==> config.mk <==
export PLATFORM = sky130hd
export DESIGN_NAME = tone_gen_poly
export DESIGN_NICKNAME = d
export VERILOG_FILES = /design/src/rtl/tone_gen_poly.sv
export SDC_FILE = /design/constraint.sdc
export NUM_CORES = 1
export LEC_CHECK = 0
export CAP_MARGIN = 20
export CORE_MARGIN = 10
export CORE_UTILIZATION = 43
export DETAILED_ROUTE_END_ITERATION = 10
export DONT_BUFFER_PORTS = 1
export MAX_ROUTING_LAYER = met4
export PLACE_DENSITY = 0.6
export SYNTH_ARGS = -nofsm -noshare
export SYNTH_HDL_FRONTEND = slang
export SYNTH_SLANG_ARGS = --single-unit
==> constraint.sdc <==
create_clock -name clk -period 3.1 [get_ports clk]
set_input_delay 0.31 -clock clk [delete_from_list [all_inputs] [get_ports clk]]
set_output_delay 0.31 -clock clk [all_outputs]
set_load 0.02 [all_outputs]
==> src/rtl/tone_gen_poly.sv <==
// Key-to-tone generator: up to 12 active-low keys select a chromatic semitone, played as a square wave.
// Optional TONE_SUSTAIN_EN macro keeps the last note sounding for SUSTAIN_CYC cycles after release.
module tone_gen_poly #(
   parameter int unsigned CLK_HZ      = 25000000,
   parameter int unsigned NUM_KEYS    = 3,
   parameter int unsigned CNT_W       = 18,
   parameter int unsigned SUSTAIN_CYC = 2500000
) (
   input  logic                clk,
   input  logic                rst,
   input  logic [NUM_KEYS-1:0] key_n,
   input  logic [1:0]          octave,
   output logic                speaker,
   output logic                status,
   output logic [3:0]          note_idx,
   output logic [NUM_KEYS-1:0] led
);

   localparam int unsigned NOTE_W    = 4;
   localparam int unsigned NUM_NOTES = 12;

   // Octave-4 half-periods in clk cycles, C4 through B4
   localparam int unsigned BASE [NUM_NOTES] = '{
      CLK_HZ / 524, CLK_HZ / 554, CLK_HZ / 588, CLK_HZ / 622,
      CLK_HZ / 660, CLK_HZ / 698, CLK_HZ / 740, CLK_HZ / 784,
      CLK_HZ / 830, CLK_HZ / 880, CLK_HZ / 932, CLK_HZ / 988
   };

   if (NUM_KEYS < 1 || NUM_KEYS > NUM_NOTES || SUSTAIN_CYC < 1) begin : g_param_check
      $error("tone_gen_poly: NUM_KEYS must be 1..12 and SUSTAIN_CYC at least 1");
   end

   typedef enum logic [1:0] {
      IDLE    = 2'd0,
      PLAY    = 2'd1,
      SUSTAIN = 2'd2
   } state_e;

   function automatic logic [CNT_W-1:0] half_m1(input logic [NOTE_W-1:0] s, input logic [1:0] oct);
      int unsigned base;
      int unsigned half;
      base = (s < NOTE_W'(NUM_NOTES)) ? BASE[s] : BASE[0];
      case (oct)
         2'd0:    half = base << 1;
         2'd1:    half = base;
         2'd2:    half = base >> 1;
         default: half = base >> 2;
      endcase
      return CNT_W'(half - 32'd1);
   endfunction

   logic [NUM_KEYS-1:0] sync1_q, sync1_d;
   logic [NUM_KEYS-1:0] sync2_q, sync2_d;
   state_e              state_q, state_d;
   logic [CNT_W-1:0]    cnt_q, cnt_d;
   logic                spk_q, spk_d;
   logic                status_q, status_d;
   logic [NOTE_W-1:0]   note_q, note_d;
   logic [NUM_KEYS-1:0] ks;
   logic [NOTE_W-1:0]   sel;
   logic                any;

`ifdef TONE_SUSTAIN_EN
   localparam int unsigned SUS_W = $clog2(SUSTAIN_CYC + 1);
   logic [SUS_W-1:0] sus_q, sus_d;
`endif

   assign led = key_n;

   // Lowest-index pressed key wins
   always_comb begin
      ks  = ~sync2_q;
      any = |ks;
      sel = '0;
      for (int i = int'(NUM_KEYS) - 1; i >= 0; i--) begin
         if (ks[i]) sel = NOTE_W'(i);
      end
   end

   // Next-state and output logic; pitch only changes at a half-period boundary
   always_comb begin
      sync1_d  = key_n;
      sync2_d  = sync1_q;
      state_d  = state_q;
      cnt_d    = cnt_q;
      spk_d    = spk_q;
      status_d = status_q;
      note_d   = note_q;
`ifdef TONE_SUSTAIN_EN
      sus_d    = sus_q;
`endif
      case (state_q)
         IDLE: begin
            if (any) begin
               cnt_d    = half_m1(sel, octave);
               note_d   = sel;
               status_d = 1'b1;
               state_d  = PLAY;
            end
         end
         PLAY: begin
            if (cnt_q != '0) begin
               cnt_d = cnt_q - CNT_W'(1);
            end else if (any) begin
               spk_d  = ~spk_q;
               cnt_d  = half_m1(sel, octave);
               note_d = sel;
            end else begin
`ifdef TONE_SUSTAIN_EN
               spk_d   = ~spk_q;
               cnt_d   = half_m1(note_q, octave);
               sus_d   = '0;
               state_d = SUSTAIN;
`else
               spk_d    = 1'b0;
               status_d = 1'b0;
               note_d   = '0;
               state_d  = IDLE;
`endif
            end
         end
`ifdef TONE_SUSTAIN_EN
         SUSTAIN: begin
            if (any) begin
               sus_d = '0;
            end else begin
               sus_d = sus_q + SUS_W'(1);
            end
            if (!any && sus_q == SUS_W'(SUSTAIN_CYC - 1)) begin
               spk_d    = 1'b0;
               status_d = 1'b0;
               note_d   = '0;
               cnt_d    = '0;
               sus_d    = '0;
               state_d  = IDLE;
            end else if (cnt_q != '0) begin
               cnt_d = cnt_q - CNT_W'(1);
            end else if (any) begin
               spk_d   = ~spk_q;
               cnt_d   = half_m1(sel, octave);
               note_d  = sel;
               sus_d   = '0;
               state_d = PLAY;
            end else begin
               spk_d = ~spk_q;
               cnt_d = half_m1(note_q, octave);
            end
         end
`endif
         default: begin
            state_d = IDLE;
         end
      endcase
   end

   always_ff @(posedge clk) begin
      if (rst) begin
         sync1_q  <= '1;
         sync2_q  <= '1;
         state_q  <= IDLE;
         cnt_q    <= '0;
         spk_q    <= 1'b0;
         status_q <= 1'b0;
         note_q   <= '0;
`ifdef TONE_SUSTAIN_EN
         sus_q    <= '0;
`endif
      end else begin
         sync1_q  <= sync1_d;
         sync2_q  <= sync2_d;
         state_q  <= state_d;
         cnt_q    <= cnt_d;
         spk_q    <= spk_d;
         status_q <= status_d;
         note_q   <= note_d;
`ifdef TONE_SUSTAIN_EN
         sus_q    <= sus_d;
`endif
      end
   end

   assign speaker  = spk_q;
   assign status   = status_q;
   assign note_idx = note_q;

endmodule
==> results.tsv, run 1 <==
metric	value	unit
gr ovfl total	0	
Starting Density	44.21	%
setup TNS	0	ns
Buf+Inv Stages, Crit Path	1	
Worst Max-Slew Pin Slew	0.5787	ns
synthesis-stage register bit count	28	
pwr/cell area	625.1	mW/mm²
crit-path cells	inv_1, ha_1, nor3b_2, and4_1, a21o_2, nand3_1, o211ai_1	
Startpoint Class	flop	
Crit Path Max Fanout	14	
synth warn	0	
detailed-route via count	1802	
Routed WL per cell	17.23	µm
area of the core	0.004324	mm²
fmax	412.4	MHz
largest net degree at the start of global routing	29	
Lkg Pwr	0.6978	nW
Post-CTS Resized	0	
Final min period	2.425	ns
final period utilization	78.23	%
antenna cell count	0	
post-detailed-route count of antenna-violating nets	0	
Synth cell types	61	
postcts setup bufs	0	
Setup Slack @ Placement	0.7232	ns
Layout Skew	0.005006	ns
DP Wirelength	3.465	mm
Slew HR	61.31	%
# H-tree levels	1	
Post-synth EDFFs	0	
Worst path max stage delay	0.52	ns
Root Driver	clkbuf_8	
total CTS buffers	3	
RSZ-0062 raised after global routing	no	
DR pass1 iterations	4	
Max Buffers Root-to-Sink	2	
layout cells sized above 1	9.565	%
async set-reset flop share out of synthesis	0	%
Max Cap Violations	0	
vias in the first global route	1591	
Remaining DRCs	0	
Mapped Area	0.001912	mm²
CTS tree	built	
P&R area growth vs syn	1.636	%
cts hold-fix bufs	0	
Pins Over Slew Limit	0	
Die Ht	86.68	µm
Peak supply drop	269.5	µV
Setup violations, final	0	
ys flop type	dfxtp_1	
sequential area share after synthesis	29.32	%
Top delay family on crit path	simple AND/OR/NAND/NOR gates	
Die ar.	0.007513	mm²
Clock Latency Late Sink	0.28	ns
first-pass GRT wire length	8.217	mm
DR iter-0 viols	265	
vias per inst	6.390	
GPL Wtd Cong	0.8869	
CTS clk-pin slew, worst paths	0.11	ns
mean post-synth cell area	7.803	µm²
Final #Nets	244	
GRT Util Overall	13.53	%
port bufs	0	
kind of critical path	flop to flop	
Worst EP arrival	2.64	ns
clk sinks	28	
Crit-path slowest cell	and4_1	
Syn Inst Count	245	
Critical Path RT	3.31	ns
Crit. End Element	flop	
Min-Delay Path Class	primary input to flop	
Final Hold Vio Count	0	
status	finished clean	
Final WS setup	0.6750	ns
IO Pins	16	
die width	86.68	µm
Final Routed Wirelength	4.860	mm
Row Count	24	
initial antenna violation count	0	
[per-stage QoR]
step | hold slack (ns) | cell area [µm²] | power (W) | std cells | util [%]
floorplan | 0.3895 | 1916 | 0.0008508 | 246 | -
global placement | 0.3848 | 1872 | 0.0009193 | 278 | 43.29
detailed placement | 0.3869 | 1872 | 0.0009141 | 278 | 43.29
CTS | 0.08514 | 1943 | 0.001210 | 282 | 44.94
global route | 0.07175 | 1943 | 0.001297 | 282 | 44.94
finish | 0.08361 | 1943 | 0.001215 | 282 | 44.94
[cell usage after synthesis, types with 3 or more instances]
cell       count  share of area [%]
a2111oi_0      3                1.4
a211oi_1       3                1.2
a21oi_1       18                4.7
a221oi_1       4                1.8
a31oi_1        4                1.3
and3_1         3               0.98
buf_4          6                2.4
clkbuf_1      13                2.6
dfxtp_1       28                 29
ha_1           6                3.9
inv_1          7                1.4
mux2i_1        3                1.6
nand2_1       10                2.0
nand3_1       12                3.1
nand4_1        5                1.6
nor2_1        20                3.9
nor3_1         5                1.3
nor4_1         7                2.3
o211ai_1       5                2.0
o21ai_0       19                5.0
o22ai_1        4                1.3
or2_2          7                2.3
or3_1          5                1.6
[layout make-up]
cell class / instances / area [µm²]
Fill cell: 462 / 2381
Multi-Input combinational cell: 189 / 1209
Sequential cell: 28 / 560.5
Tap cell: 52 / 65.06
Clock buffer: 3 / 41.29
Clock inverter: 1 / 30.03
Inverter: 8 / 30.03
Timing Repair Buffer: 1 / 7.507
[routing by layer]
| metal | track usage, % | wire length, µm | vias to the layer above |
|---|---|---|---|
| met3 | 4.128 | 414 | 6 |
| met1 | 18.66 | 2303 | 839 |
| li1 | - | - | 893 |
| met4 | 1.915 | 60 | 0 |
| met5 | - | 0 | - |
| met2 | 19.19 | 2081 | 64 |
[cell families after synthesis]
family / share of synthesized area (%)
AOI/OAI and AO/OA: 27.55
xor gates and xnor gates: 1.375
adders and majority gates: 3.927
buffers and inverters: 7.657
DFF: 29.32
muxes: 1.571
other: 0.1961
and+or+nand+nor: 28.40
[state kept, by name, summed over array words and instances (netlist names)]
signal / cells
cnt_q: 18
sync1_q: 3
sync2_q: 3
note_idx: 2
speaker: 1
status: 1
[worst paths after layout]
check                                            from                     to  slack (ns)  depth (start not counted)
worst max-delay path            cnt_q[0]$_SDFFE_PP0P_  cnt_q[3]$_SDFFE_PP0P_        0.67                          7
worst min-delay path                              rst  cnt_q[6]$_SDFFE_PP0P_        0.08                          1
worst max register to register  cnt_q[0]$_SDFFE_PP0P_  cnt_q[3]$_SDFFE_PP0P_        0.67                          7
worst min register to register  sync1_q[0]$_SDFF_PP1_  sync2_q[0]$_SDFF_PP1_        0.43                          1
[placed cells by master, fill, tap and decap left out, drive strengths merged, types with 4 or more instances in the layout]
master / instances
ha: 6
a21oi: 19
nand4: 5
nand3: 12
dfxtp: 28
or2: 7
a221oi: 4
nand2: 10
inv: 7
o22ai: 4
nor4: 7
nor3: 8
or3: 6
o211ai: 5
o21ai: 21
nor2: 21
a31oi: 4
[power by group]
group          internal [W]  total, W  leakage (nW)  switching [W]
logic              0.000172  0.000445         0.432       0.000273
registers          0.000408  0.000471         0.231      0.0000629
clock network      0.000173  0.000299        0.0357       0.000125
total              0.000753   0.00121         0.698       0.000462
No activity file was read; power rests on OpenSTA's default activity.
==> run 2, diff against run 1 <==
Settings changed: PLACE_DENSITY 0.6 to 0.62.
Clock period 3.1 ns to 1.98 ns, I/O delays scaled along.
==> run 2 against run 1 <==
- first-iteration DRC count down 46%
- die area unchanged
- clock skew about the same
- wire length grew 12%
- combinational power grew 120%
- power increased by 73%
- non-clock buffer count up 37
- via count grew 5.4%
- core utilization rose by 9.4 points
- maximum frequency rose by 27%
- register-to-register slack worse by 0.61 ns
- worst setup slack lost 0.61 ns
- critical path type unchanged
- critical endpoint is now cnt_q[4]$_SDFFE_PP0P_
- largest power group is now combinational cells
- highest routed layer unchanged
==> results.tsv, run 2 (synthesized netlist as in run 1, its figures left out) <==
metric	value	unit	change
status	finished clean		
fillers	407		-12%
Final min period	1.915	ns	-0.5097 ns
Comb power frac	47.6	%	+11 points
Pint	0.001288	W	+71%
Clock Latency Late Sink	0.28	ns	about the same
Setup Slack @ Placement	-0.1248	ns	-0.8479 ns
Reg2Reg Setup Slack	0.06	ns	-0.61 ns
pwr/cell area	894.2	mW/mm²	+43%
post-detailed-route count of antenna-violating nets	0		unchanged
total CTS buffers	3		unchanged
final period utilization	96.73	%	+19 points
R2R Path End	cnt_q[4]$_SDFFE_PP0P_		
setup TNS	0	ns	unchanged
RSZ-0062 raised after global routing	yes		
Worst Hold Depth	1		unchanged
Worst path max stage delay	0.39	ns	-0.13 ns
biggest regs	cnt_q: 18 flops, sync1_q: 3 flops, sync2_q: 3 flops		
R2R cell count	11		+4
most common cell after layout, fill and taps aside	buf_4		
Max Cap Violations	0		unchanged
GRT Util Overall	13.77	%	+0.24 points
Final Routed Wirelength	5.431	mm	+12%
port bufs	0		unchanged
worst reg2reg path startpoint	sync2_q[0]$_SDFF_PP1_		
Min-Delay Path Class	primary input to flop		
kind of critical path	flop to flop		
Hold Crit Start	rst		
most frequent cells in the layout	buf_4 (36), dfxtp_1 (24), nor2_1 (20), o21ai_0 (17), a21oi_1 (15)		
Min-Delay Endpoint	cnt_q[7]$_SDFFE_PP0P_		
number of flip-flops in the largest register	18		unchanged
crit-path cells	and3b_2, inv_2, ha_4, o21ai_2, a21oi_2, nor2_1, ha_2, nand4b_1, a21oi_2, a31oi_1, o22ai_1		
# H-tree levels	1		unchanged
gr ovfl total	0		unchanged
FF/Latch Area	568.0	µm²	+1.3%
Routed WL per cell	17.03	µm	-1.2%
antenna cell count	0		unchanged
Die ar.	0.007513	mm²	unchanged
crit-path most repeated cell	a21oi_2		
detailed-route via count	1899		+5.4%
placed cells	306		+10%
fmax	522.1	MHz	+27%
CTS tree	built		
DP Wirelength	3.751	mm	+8.3%
GPL Wtd Cong	0.8706		-1.8%
Multi-input gate area	0.001341	mm²	+11%
Crit. End Element	flop		
die width	86.68	µm	unchanged
Crit Path Max Fanout	5		-9
Remaining DRCs	0		unchanged
Clk network pwr share	17.3	%	-7.3 points
Lkg Pwr	0.8962	nW	+28%
initial antenna violation count	0		unchanged
CTS clk-pin slew, worst paths	0.10	ns	about the same
vias in the first global route	1703		+7.0%
Final Hold Vio Count	0		unchanged
Worst EP arrival	2.12	ns	-0.52 ns
Setup violations, final	0		unchanged
Startpoint Class	flop		
DR iter-0 viols	143		-46%
clk sinks	28		unchanged
sw power	0.0008137	W	+76%
area of the core	0.004324	mm²	unchanged
Final WS setup	0.06470	ns	-0.6103 ns
final instance count without filler cells	319		+13%
Layout Skew	0.005177	ns	+0.0001711 ns
Peak supply drop	408.7	µV	+52%
Root Driver	clkbuf_8		
first-pass GRT wire length	8.349	mm	+1.6%
switching power share of the total	38.71	%	+0.70 points
Max Buffers Root-to-Sink	2		unchanged
Final #Nets	281		+15%
Starting Density	44.21	%	unchanged
share of power burned in registers	35.1	%	-3.7 points
Hold WS	0.008972	ns	-0.07464 ns
DR pass1 iterations	4		unchanged
Pins Over Slew Limit	0		unchanged
layout cells sized above 1	30.71	%	+21 points
Row Count	24		unchanged
Critical Path RT	2.19	ns	-1.12 ns
Die Ht	86.68	µm	unchanged
Top reg by flops	cnt_q		
Crit-path slowest cell	dfxtp_4		
Design Power	0.002102	W	+73%
largest net degree at the start of global routing	29		unchanged
P&R area growth vs syn	22.97	%	
IO Pins	16		unchanged
vias per inst	5.953		-6.8%
## run 2: cell count changes in the layout (fill, tap and decap cells not counted), moves of 3 or more
cell | before | now
buf_4 | 1 | 36
ha_4 | 0 | 3
ha_1 | 6 | 1
dfxtp_2 | 0 | 3
a21oi_2 | 1 | 4
dfxtp_1 | 28 | 24
a21oi_1 | 18 | 15
## run 2: power by group through the flow
stage	Combinational, W	Sequential, W	Clock (W)
3_5_place_dp	0.000852	0.000738	0
4_1_cts	0.000866	0.000724	0.000372
2_1_floorplan	0.000604	0.000731	0
6_report	0.00100	0.000738	0.000363
3_3_place_gp	0.000855	0.000734	0
5_1_grt	0.00109	0.000753	0.000391
## run 2: what timing repair did
item | CTS | global route
pin swaps | 5 | 11
gates resized for setup | 8 | 25
buffers inserted | 2 | 6
hold endpoints to repair | 10 | 10
endpoints found under the setup margin | 5 | 18
## run 2: area by class of cell
class	instances	share of cell area, %
Sequential cell	28	24.16
Clock buffer	4	2.342
Multi-Input combinational cell	189	57.05
Timing Repair Buffer	38	12.40
Tap cell	52	2.767
Inverter	8	1.277
## run 2: worst max path at each step
stage	slack, ns	end	startpoint
after floorplan	0.01	cnt_q[2]$_SDFFE_PP0P_	sync2_q[0]$_SDFF_PP1_
after global placement	-0.08	cnt_q[4]$_SDFFE_PP0P_	sync2_q[0]$_SDFF_PP1_
after detailed placement	-0.12	cnt_q[4]$_SDFFE_PP0P_	sync2_q[0]$_SDFF_PP1_
after CTS	0.004	cnt_q[4]$_SDFFE_PP0P_	sync2_q[0]$_SDFF_PP1_
after global routing	-0.09	cnt_q[4]$_SDFFE_PP0P_	sync2_q[0]$_SDFF_PP1_
final	0.06	cnt_q[4]$_SDFFE_PP0P_	sync2_q[0]$_SDFF_PP1_
## run 2: per-layer routing
layer / share of wire (%) / GRT usage, % / wire [µm]
met1: 46 / 17.92 / 2481
met4: 1.4 / 3.387 / 74
met3: 5.8 / 3.189 / 315
met2: 47 / 20.94 / 2560
met5: 0 / - / 0
## run 2: critical path, delay by kind of cell (launching register included)
kind,cells,cell delay [ns]
compound gates,5,0.52
simple gates,3,0.50
buf+inv,1,0.07
flops,1,0.39
fa+ha+maj,2,0.37
## run 2: metrics by stage
| stage | util [%] | area (µm²) |
|---|---|---|
| after detailed placement | 48.44 | 2095 |
| after global routing | 54.37 | 2351 |
| after global placement | 48.44 | 2095 |
| final | 54.37 | 2351 |
| after floorplan | - | 1929 |
| after CTS | 50.41 | 2180 |
